**src/rtl/cla_arbiter_pkg.sv**
```systemverilog
// cla_arbiter_pkg: shared types, constants and arbitration helper for the CLA arbiter
package cla_arbiter_pkg;

    localparam int DATA_W = 8;
    localparam logic OP_ADD = 1'b0;
    localparam logic OP_SUB = 1'b1;

    typedef enum logic {
        IDLE = 1'b0,
        HOLD = 1'b1
    } state_e;

    // Returns the winning requester index; only meaningful when at least one is valid
    function automatic logic pick_winner(input logic rr_en, input logic v0, input logic v1,
                                         input logic last_grant);
        return rr_en ? ((v0 & v1) ? ~last_grant : v1) : ~v0;
    endfunction

endpackage

```
**src/rtl/cla_arbiter_cla8.sv**
```systemverilog
// CLA8Bit: 8-bit carry-lookahead adder/subtractor, subtract is A + ~B + 1
module CLA8Bit
    import cla_arbiter_pkg::*;
(
    input  logic [DATA_W-1:0] A,
    input  logic [DATA_W-1:0] B,
    input  logic              op,
    output logic [DATA_W-1:0] S,
    output logic              cout
);

    logic [DATA_W-1:0] bx;
    logic [DATA_W-1:0] g;
    logic [DATA_W-1:0] p;
    logic [DATA_W:0]   c;
    logic              prod;

    // Each carry is a flat sum of generate terms gated by the propagates above them
    always_comb begin
        bx   = (op == OP_SUB) ? ~B : B;
        g    = A & bx;
        p    = A ^ bx;
        c    = '0;
        prod = 1'b1;
        c[0] = op;
        for (int i = 0; i < DATA_W; i++) begin
            prod = 1'b1;
            for (int j = i; j >= 0; j--) begin
                c[i+1] = c[i+1] | (prod & g[j]);
                prod   = prod & p[j];
            end
            c[i+1] = c[i+1] | (prod & op);
        end
        S    = p ^ c[DATA_W-1:0];
        cout = c[DATA_W];
    end

endmodule

```
**src/rtl/cla_arbiter.sv**
```systemverilog
// cla_arbiter: two requesters share one CLA8Bit adder with a one-deep result register
module cla_arbiter
    import cla_arbiter_pkg::*;
#(
    parameter bit RR_EN = 1'b1
) (
    input  logic              clk,
    input  logic              rst_n,
    input  logic              req0_valid,
    output logic              req0_ready,
    input  logic [DATA_W-1:0] req0_a,
    input  logic [DATA_W-1:0] req0_b,
    input  logic              req0_op,
    input  logic              req1_valid,
    output logic              req1_ready,
    input  logic [DATA_W-1:0] req1_a,
    input  logic [DATA_W-1:0] req1_b,
    input  logic              req1_op,
    output logic              rsp_valid,
    input  logic              rsp_ready,
    output logic              rsp_id,
    output logic [DATA_W-1:0] rsp_sum,
    output logic              rsp_cout
);

    state_e            state_q;
    state_e            state_d;
    logic              last_grant_q;
    logic              id_q;
    logic [DATA_W-1:0] sum_q;
    logic              cout_q;
    logic              win;
    logic              accept_ok;
    logic              accept;
    logic [DATA_W-1:0] a_mux;
    logic [DATA_W-1:0] b_mux;
    logic              op_mux;
    logic [DATA_W-1:0] s;
    logic              co;

    // Arbitration and operand steering; nothing is accepted while reset is held
    always_comb begin
        win       = pick_winner(RR_EN, req0_valid, req1_valid, last_grant_q);
        accept_ok = rst_n & ((state_q == IDLE) | ((state_q == HOLD) & rsp_ready));
        accept    = accept_ok & (req0_valid | req1_valid);
        a_mux     = win ? req1_a : req0_a;
        b_mux     = win ? req1_b : req0_b;
        op_mux    = win ? req1_op : req0_op;
    end

    CLA8Bit u_cla (
        .A    (a_mux),
        .B    (b_mux),
        .op   (op_mux),
        .S    (s),
        .cout (co)
    );

    // State register
    always_ff @(posedge clk) begin
        if (!rst_n) state_q <= IDLE;
        else        state_q <= state_d;
    end

    // Next state: a new accept always lands in HOLD, a drained result with no accept returns to IDLE
    always_comb begin
        state_d = accept ? HOLD : ((state_q == HOLD) & rsp_ready) ? IDLE : state_q;
    end

    // Outputs: grants follow the winner, response fields come straight from the result register
    always_comb begin
        req0_ready = accept & ~win;
        req1_ready = accept & win;
        rsp_valid  = (state_q == HOLD);
        rsp_id     = id_q;
        rsp_sum    = sum_q;
        rsp_cout   = cout_q;
    end

    // Result register and round-robin pointer, loaded only on an accepted transfer
    always_ff @(posedge clk) begin
        if (!rst_n) begin
            sum_q        <= '0;
            cout_q       <= 1'b0;
            id_q         <= 1'b0;
            last_grant_q <= 1'b1;
        end else if (accept) begin
            sum_q        <= s;
            cout_q       <= co;
            id_q         <= win;
            last_grant_q <= win;
        end
    end

endmodule

```
**config.mk**
```make
export PLATFORM = sky130hd
export DESIGN_NAME = cla_arbiter
export DESIGN_NICKNAME = d
export VERILOG_FILES = /design/src/rtl/cla_arbiter_pkg.sv /design/src/rtl/cla_arbiter_cla8.sv /design/src/rtl/cla_arbiter.sv
export SDC_FILE = /design/constraint.sdc
export NUM_CORES = 1
export LEC_CHECK = 0
export CAP_MARGIN = 20
export CORE_ASPECT_RATIO = 1.1
export CORE_MARGIN = 2
export CORE_UTILIZATION = 45
export DETAILED_ROUTE_END_ITERATION = 12
export PLACE_DENSITY = 0.9
export SYNTH_ARGS = -nofsm -noshare
export SYNTH_HDL_FRONTEND = slang
export SYNTH_SLANG_ARGS = --single-unit
```
**constraint.sdc**
```tcl
create_clock -name clk -period 7.49 [get_ports clk]
set_input_delay 0.749 -clock clk [delete_from_list [all_inputs] [get_ports clk]]
set_output_delay 0.749 -clock clk [all_outputs]
set_load 0.05 [all_outputs]
```
# Word level (Yosys, flattened, before mapping)
# Cells that the tools add are included.
# totals
elab_cells,128
reg_bits,12
output_inout_bits,13
# op_classes
bitwise_logic,115
reduce_logical,1
mux,7
# op_table
cell,n
1-bit AND,70
1-bit OR,38
8-bit two-way mux,3
8-bit XOR,2
8-bit AND,1
8-bit NOT,1
1-bit two-way mux,4
1-bit NOT,3
2-bit nonzero test,1

# Depth between registers and ports, before layout
# Gate-level depths: netlist of run 1.
# depth
word_depth,15
mapped_depth,11
mapped_depth_nobuf,9

# Modules after synthesis
# A second synthesis of run 1 with hierarchy kept.
# hier_totals
cells_unflattened,121
hier_area_um2,1156.1
# by_module_without_submodules
module,area_each_um2,cells_each,n_inst
cla_arbiter,753.2,73,1
CLA8Bit,402.9,48,1

# Worst setup path after synthesis of run 1
# Ideal clock, no wire load.
# synth_path
kind,in2reg
start,input req1_valid
end,"register sum_q[7], in the netlist rsp_sum[7]"
arrival_time_ps,2929
setup_time_ps,120
setup_slack_ps,4442
cell_stages,9
cell_sequence,a21boi_4 clkbuf_1 mux2_2 ha_1 nand3_1 mux2_4 o21bai_1 nor2_1 a211o_1
# synth_between
elab_chain_len,15
word_cells_on_any_way,32
# synth_lines
element,line,text
start: declaration,cla_arbiter.sv:14,"input logic req1_valid,"
1-bit AND,cla_arbiter_pkg.sv:16,return rr_en ? ((v0 & v1) ? ~last_grant : v1) : ~v0;
1-bit two-way mux,cla_arbiter_pkg.sv:16,
8-bit two-way mux,cla_arbiter.sv:47,b_mux = win ? req1_b : req0_b;
8-bit NOT,cla_arbiter_cla8.sv:20,bx = (op == OP_SUB) ? ~B : B;
8-bit two-way mux,cla_arbiter_cla8.sv:20,
8-bit XOR or 8-bit AND (tied branches),"cla_arbiter_cla8.sv:22, cla_arbiter_cla8.sv:21",
1-bit AND (on tied branches),"cla_arbiter_cla8.sv:29, cla_arbiter_cla8.sv:30",
"1-bit OR, or another cell as far along (5 in series)",cla_arbiter_cla8.sv:29,c[i+1] = c[i+1] | (prod & g[j]);
1-bit OR or 1-bit AND (tied branches),"cla_arbiter_cla8.sv:29, cla_arbiter_cla8.sv:32",
1-bit OR,cla_arbiter_cla8.sv:32,c[i+1] = c[i+1] | (prod & op);
8-bit XOR,cla_arbiter_cla8.sv:34,S = p ^ c[DATA_W-1:0];
end signal: assignment,cla_arbiter.sv:88,sum_q <= s;
end: declaration,cla_arbiter.sv:30,logic [DATA_W-1:0] sum_q;
# Several ways; a longest one is shown, not always the timed one.
# A chain may end at the register's enable or synchronous reset.

# Worst setup path in the final report of run 1
# Same ends and word-level chain as after synthesis.

==> impl_metrics.yaml, run 1 <==
global_route:
  grt_max_degree: 24
  gr-total-overflow: 0
  grt_pass1_wl_um: 4970
  antenna_found_initial: 0
  grt_use_total: 0.216
  grt_pass1_vias: 1204
placed_design:
  portBuffers: 51
  gp_congestion: 0.887
  hpwl_um: 2440
route:
  drtAntennaViolNets: 0
  wl_met1_um: 1160
  drtPass1Iterations: 4
  via_per_inst: 5.63
  top_layer: "met4"
  dr_total_vias: 1228
  drc: 0
  drtIter0Drc: 19
  wl_um: 2980
  met3_length_um: 190
  wl_met2_um: 1540
  wire_per_inst_um: 13.7
setup_path:
  required_ps: 7720
  path_common_cell: "a21oi_1"
  r2r_slack_ps: 4260
  worstPathMaxFanout: 23
  crit_type: "input pin to flop"
  r2r_cells: 9
  worstPathArrival_ps: 4110
  reg2reg_from: "last_grant_q"
  critPathTopFamily: "compound AO/OA/AOI/OAI gates"
  cp_cell_sequence: "clkdlybuf4s50_1, a21boi_4, mux2i_4, xor2_1, ha_1, a21o_1, a21oi_1, mux2_2, a21oi_1, a211o_1"
  critPathSlowestCell: "a21boi_4"
  r2r_end: "rsp_sum[7]"
  critPathBufInv: 1
  endpoint_kind: "flop"
  worstSetupStartpointType: "input pin"
  cp_slowest_stage_delay_ps: 680
timing:
  slew_headroom: 0.459
  period_needed_ps: 3880
  worstMarginPinSlew_ps: 809
  finClkSkew_ps: 0.706
  maxSlewViolCount: 0
  finalSetupViolCount: 0
  hold_viol_final: 0
  rsz0062_at_grt: "no"
  hold_ws_ps: 472
  fin_crit_sh: 0.518
  clock.fmax_ghz: 0.258
  fin_tns_setup_ps: 0
min_path:
  hold_depth: 2
  hp-class: "flop to flop"
  min_to: "rsp_sum[0]"
  hp-start: "rsp_sum[0]"
synth:
  syn_inst: 140
  synth_top_area_share: 0.208
  syn_nets: 188
  synth_edf_count: 0
  synth_cell_types: 35
  yosys-top-cells-area: "dfxtp_1 (21%), ha_1 (9.8%), mux2_2 (8.8%), mux2i_1 (7.8%), xor2_1 (6.1%)"
  synth_ff_type: "dfxtp_1"
  yosysSeqAreaShare: 0.208
  synthesis.area_sq_um: 1150
  postSynthAreaPerCell_sq_um: 8.25
  synth_warnings: 0
  synth_seq_cells: 12
  ys_async_sr_fraction: 0
  yosys.area.top_type: "dfxtp_1"
pwr:
  ir_drop_mv: 0.117
  powerDensity_nw_per_um2: 197
  leakage_nw: 0.680
floorplan:
  core_area_sq_um: 2470
  die_w_um: 52.3
  die_area_sq_um: 2990
  pin_count: 52
  dieHeight_um: 57.1
  start_util: 0.467
  rows: 19
finish:
  n_antenna_cell: 0
  drive_gt1_frac: 0.0909
  area_growth_pct: 47.1
  nets: 237
  final_common_cell: "clkdlybuf4s50_1"
  final_cell_mix: "clkdlybuf4s50_1 (51), nand2_1 (12), dfxtp_1 (12)"
clock_network:
  tritoncts: "built"
  clock_latency_ps: 280
  clock-root-buffer: "clkbuf_4"
  cts_buffers: 3
  cts_htree_levels: 1
  cts_max_path_buffers: 2
  post_cts_buffers: 0
  clk_pin_slew_ps: 70
  cts_resized: 0
  clkSinkCount: 12
  hold_buffers: 0
outcome:
  outcome: "complete, no violations"
flow_run:
  cap_violations: 0
## power by group
part / internal, W / switching (W) / total, W
registers: 0.0000762 / 0.00000620 / 0.0000824
logic: 0.0000907 / 0.000120 / 0.000211
clock network: 0.0000187 / 0.0000221 / 0.0000408
## kinds of logic after synthesis
logic type | after synthesis | share of synthesized area
AOI/OAI and AO/OA | 33 | 0.187
buffers and inverters | 10 | 0.0336
and+or+nand+nor | 44 | 0.184
muxes | 20 | 0.198
adders and majority gates | 9 | 0.0975
DFF | 12 | 0.208
xor gates and xnor gates | 12 | 0.0910
## state kept, by name (all words and copies together), names as in the netlist
| signal | count |
|---|---|
| last_grant_q | 1 |
| rsp_sum | 8 |
| rsp_valid | 1 |
| rsp_cout | 1 |
| rsp_id | 1 |
## stage by stage
stage | utilization | std cells | cell area [sq um] | worst slack (ps) | total power, W
floorplan | - | 140 | 1150 | 4440 | 0.000227
finish | 0.687 | 218 | 1700 | 3610 | 0.000334
global route | 0.687 | 218 | 1700 | 3410 | 0.000356
detailed placement | 0.678 | 215 | 1680 | 3350 | 0.000293
CTS | 0.687 | 218 | 1700 | 3640 | 0.000333
global placement | 0.678 | 215 | 1680 | 3480 | 0.000287
## cell type report
cell class / count / area [sq um]
flip-flops and latches: 12 / 240
multi-input cells: 118 / 876
fillers: 193 / 773
well taps: 31 / 38.8
inverters: 3 / 11.3
repair buffers: 51 / 510
clock buffers: 3 / 22.5
## synth_stat cells (all sizes together) (6+ instances only)
master / instances
xor2: 8
o21ai: 8
mux2: 10
ha: 9
clkbuf: 6
nand3: 10
a21oi: 10
mux2i: 10
dfxtp: 12
nand2: 12
nor2: 8
## per-layer routing
metal | vias to the layer above | track usage
met5 | - | 0
met3 | 12 | 0.0262
met2 | 63 | 0.393
li1 | 607 | -
met4 | 0 | 0.139
met1 | 546 | 0.226
## worst register-to-register path, stage by stage (launching register included)
cell and delay [ps]:
dfxtp_1 340, a21boi_4 650, mux2i_4 560, xor2_1 130, ha_1 390, a21o_1 190, a21oi_1 250, mux2_2 380
a21oi_1 170, a211o_1 110
## worst max path at each step
stage          startpoint          to  slack [ps]  cells past startpoint
6_report       req1_valid  rsp_sum[7]        3610                     10
5_1_grt        req1_valid  rsp_sum[7]        3410                     10
4_1_cts        req1_valid  rsp_sum[7]        3640                     10
3_5_place_dp   req1_valid  rsp_sum[7]        3350                     10
3_3_place_gp   req1_valid  rsp_sum[7]        3480                     10
2_1_floorplan  req1_valid  rsp_sum[7]        4440                      9
No activity file was read; power rests on OpenSTA's default activity.
==> inputs of run 2 (changes only) <==
--- a/config.mk
+++ b/config.mk
@@ -8,9 +8,9 @@
 export CAP_MARGIN = 20
 export CORE_ASPECT_RATIO = 1.1
 export CORE_MARGIN = 2
-export CORE_UTILIZATION = 45
+export CORE_UTILIZATION = 38
 export DETAILED_ROUTE_END_ITERATION = 12
-export PLACE_DENSITY = 0.9
+export PLACE_DENSITY = 0.81
 export SYNTH_ARGS = -nofsm -noshare
 export SYNTH_HDL_FRONTEND = slang
 export SYNTH_SLANG_ARGS = --single-unit
==> constraint.sdc (replaced) <==
create_clock -name clk -period 3.31 [get_ports clk]
set_input_delay 0.331 -clock clk [delete_from_list [all_inputs] [get_ports clk]]
set_output_delay 0.331 -clock clk [all_outputs]
set_load 0.05 [all_outputs]
==> run 2 against run 1 <==
  * Global-route usage shrank 2.5 points
  * Combinational power grew 130%
  * Cell count grew 3.7%
  * Register-to-register slack lost 3600 ps
  * Clock skew grew 2.7 ps
  * Critical endpoint unchanged
  * Largest cell class unchanged
  * Largest power group unchanged
==> impl_metrics.yaml, run 2 (synthesized netlist as in run 1, its figures left out) <==
outcome:
  outcome: "complete, no violations"
pwr:
  leakage_nw: 0.717
  ir_drop_mv: 0.282
  p_total_w: 0.000793
  powerDensity_nw_per_um2: 450
clock_network:
  hold_buffers: 0
  tritoncts: "built"
  clock_latency_ps: 280
  post_cts_buffers: 0
  clock-root-buffer: "clkbuf_4"
  cts_htree_levels: 1
  clk_pin_slew_ps: 80
  clkSinkCount: 12
  cts_resized: 0
  cts_buffers: 3
  cts_max_path_buffers: 2
floorplan:
  rows: 20
  pin_count: 52
  dieHeight_um: 61.8
  core_area_sq_um: 2830
  start_util: 0.408
  die_area_sq_um: 3500
  die_w_um: 56.6
route:
  drtPass1Iterations: 4
  drtAntennaViolNets: 0
  drtIter0Drc: 22
  wire_per_inst_um: 13.5
  via_per_inst: 5.41
  dr_total_vias: 1223
  drc: 0
  wl_um: 3050
finish:
  area_growth_pct: 52.7
  final_cell_mix: "clkdlybuf4s50_1 (50), nand2_1 (12), dfxtp_1 (12)"
  final_common_cell: "clkdlybuf4s50_1"
  n_antenna_cell: 0
  largest_reg_flops: 8
  fillers: 256
  drive_gt1_frac: 0.124
  nets: 242
  fin_cells: 226
timing:
  slew_headroom: 0.666
  fin_tns_setup_ps: 0
  clock.fmax_ghz: 0.346
  rsz0062_at_grt: "no"
  fin_crit_sh: 0.872
  period_needed_ps: 2890
  hold_viol_final: 0
  worstMarginPinSlew_ps: 499
  maxSlewViolCount: 0
  finalSetupViolCount: 0
  finClkSkew_ps: 3.43
placed_design:
  hpwl_um: 2450
  place_inst: 222
  gp_congestion: 0.865
  portBuffers: 51
min_path:
  hp-class: "flop to flop"
setup_path:
  endpoint_kind: "flop"
  worstSetupStartpointType: "input pin"
  crit_type: "input pin to flop"
  worstPathArrival_ps: 3060
  required_ps: 3480
  worstPathMaxFanout: 22
global_route:
  antenna_found_initial: 0
  grt_max_degree: 23
  grt_pass1_vias: 1221
  grt_use_total: 0.191
  gr-total-overflow: 0
  grt_pass1_wl_um: 5180
flow_run:
  cap_violations: 0
-- run 2: changes by cell type in the layout (fill, tap and decap cells not counted), sizes merged --
cell | previous run | this run
buf | 0 | 6
clkbuf | 3 | 4
clkdlybuf4s50 | 51 | 50
-- run 2: area by class of cell --
cell class / instances / area, sq um / share of cell area
timing repair buffer: 56 / 558 / 0.317
tap: 33 / 41.3 / 0.0234
sequential: 12 / 240 / 0.136
multi-input combinational: 118 / 876 / 0.497
clock buffer: 4 / 36.3 / 0.0206
inverter: 3 / 11.3 / 0.00639
-- run 2: critical path: stages --
cell	delay, ps
clkdlybuf4s50_1	510
a21boi_4	270
buf_12	210
mux2_2	360
ha_1	350
nand3_1	90
mux2_4	310
o21bai_1	270
nor2_1	90
a211o_1	260
-- run 2: stage by stage --
step,util,worst slack (ps),area (sq um),hold slack [ps]
2_1_floorplan,-,680,1150,456
3_3_place_gp,0.611,217,1730,444
3_5_place_dp,0.611,148,1730,446
4_1_cts,0.623,437,1760,455
5_1_grt,0.623,216,1760,481
6_report,0.623,423,1760,451
-- run 2: report_power, final --
part           total [W]  internal, W  switching [W]
clock network   0.000119    0.0000669      0.0000523
registers       0.000186     0.000172      0.0000140
logic           0.000488     0.000214       0.000273
total           0.000793     0.000454       0.000339
-- run 2: final timing paths --
check                           depth (start not counted)          to  slack (ps)    startpoint
worst max-delay path                                   10  rsp_sum[7]         420    req1_valid
worst min-delay path                                    2  rsp_sum[0]         450    rsp_sum[0]
worst max register to register                          9  rsp_sum[7]         700  last_grant_q
worst min register to register                          2  rsp_sum[0]         450    rsp_sum[0]
-- run 2: layer usage --
metal / vias up / share of wire / GRT usage
met3: 4 / 0.064 / 0.0290
met1: 553 / 0.41 / 0.206
li1: 619 / - / -
met5: - / 0 / 0
met4: 0 / 0.017 / 0.0918
met2: 47 / 0.51 / 0.370
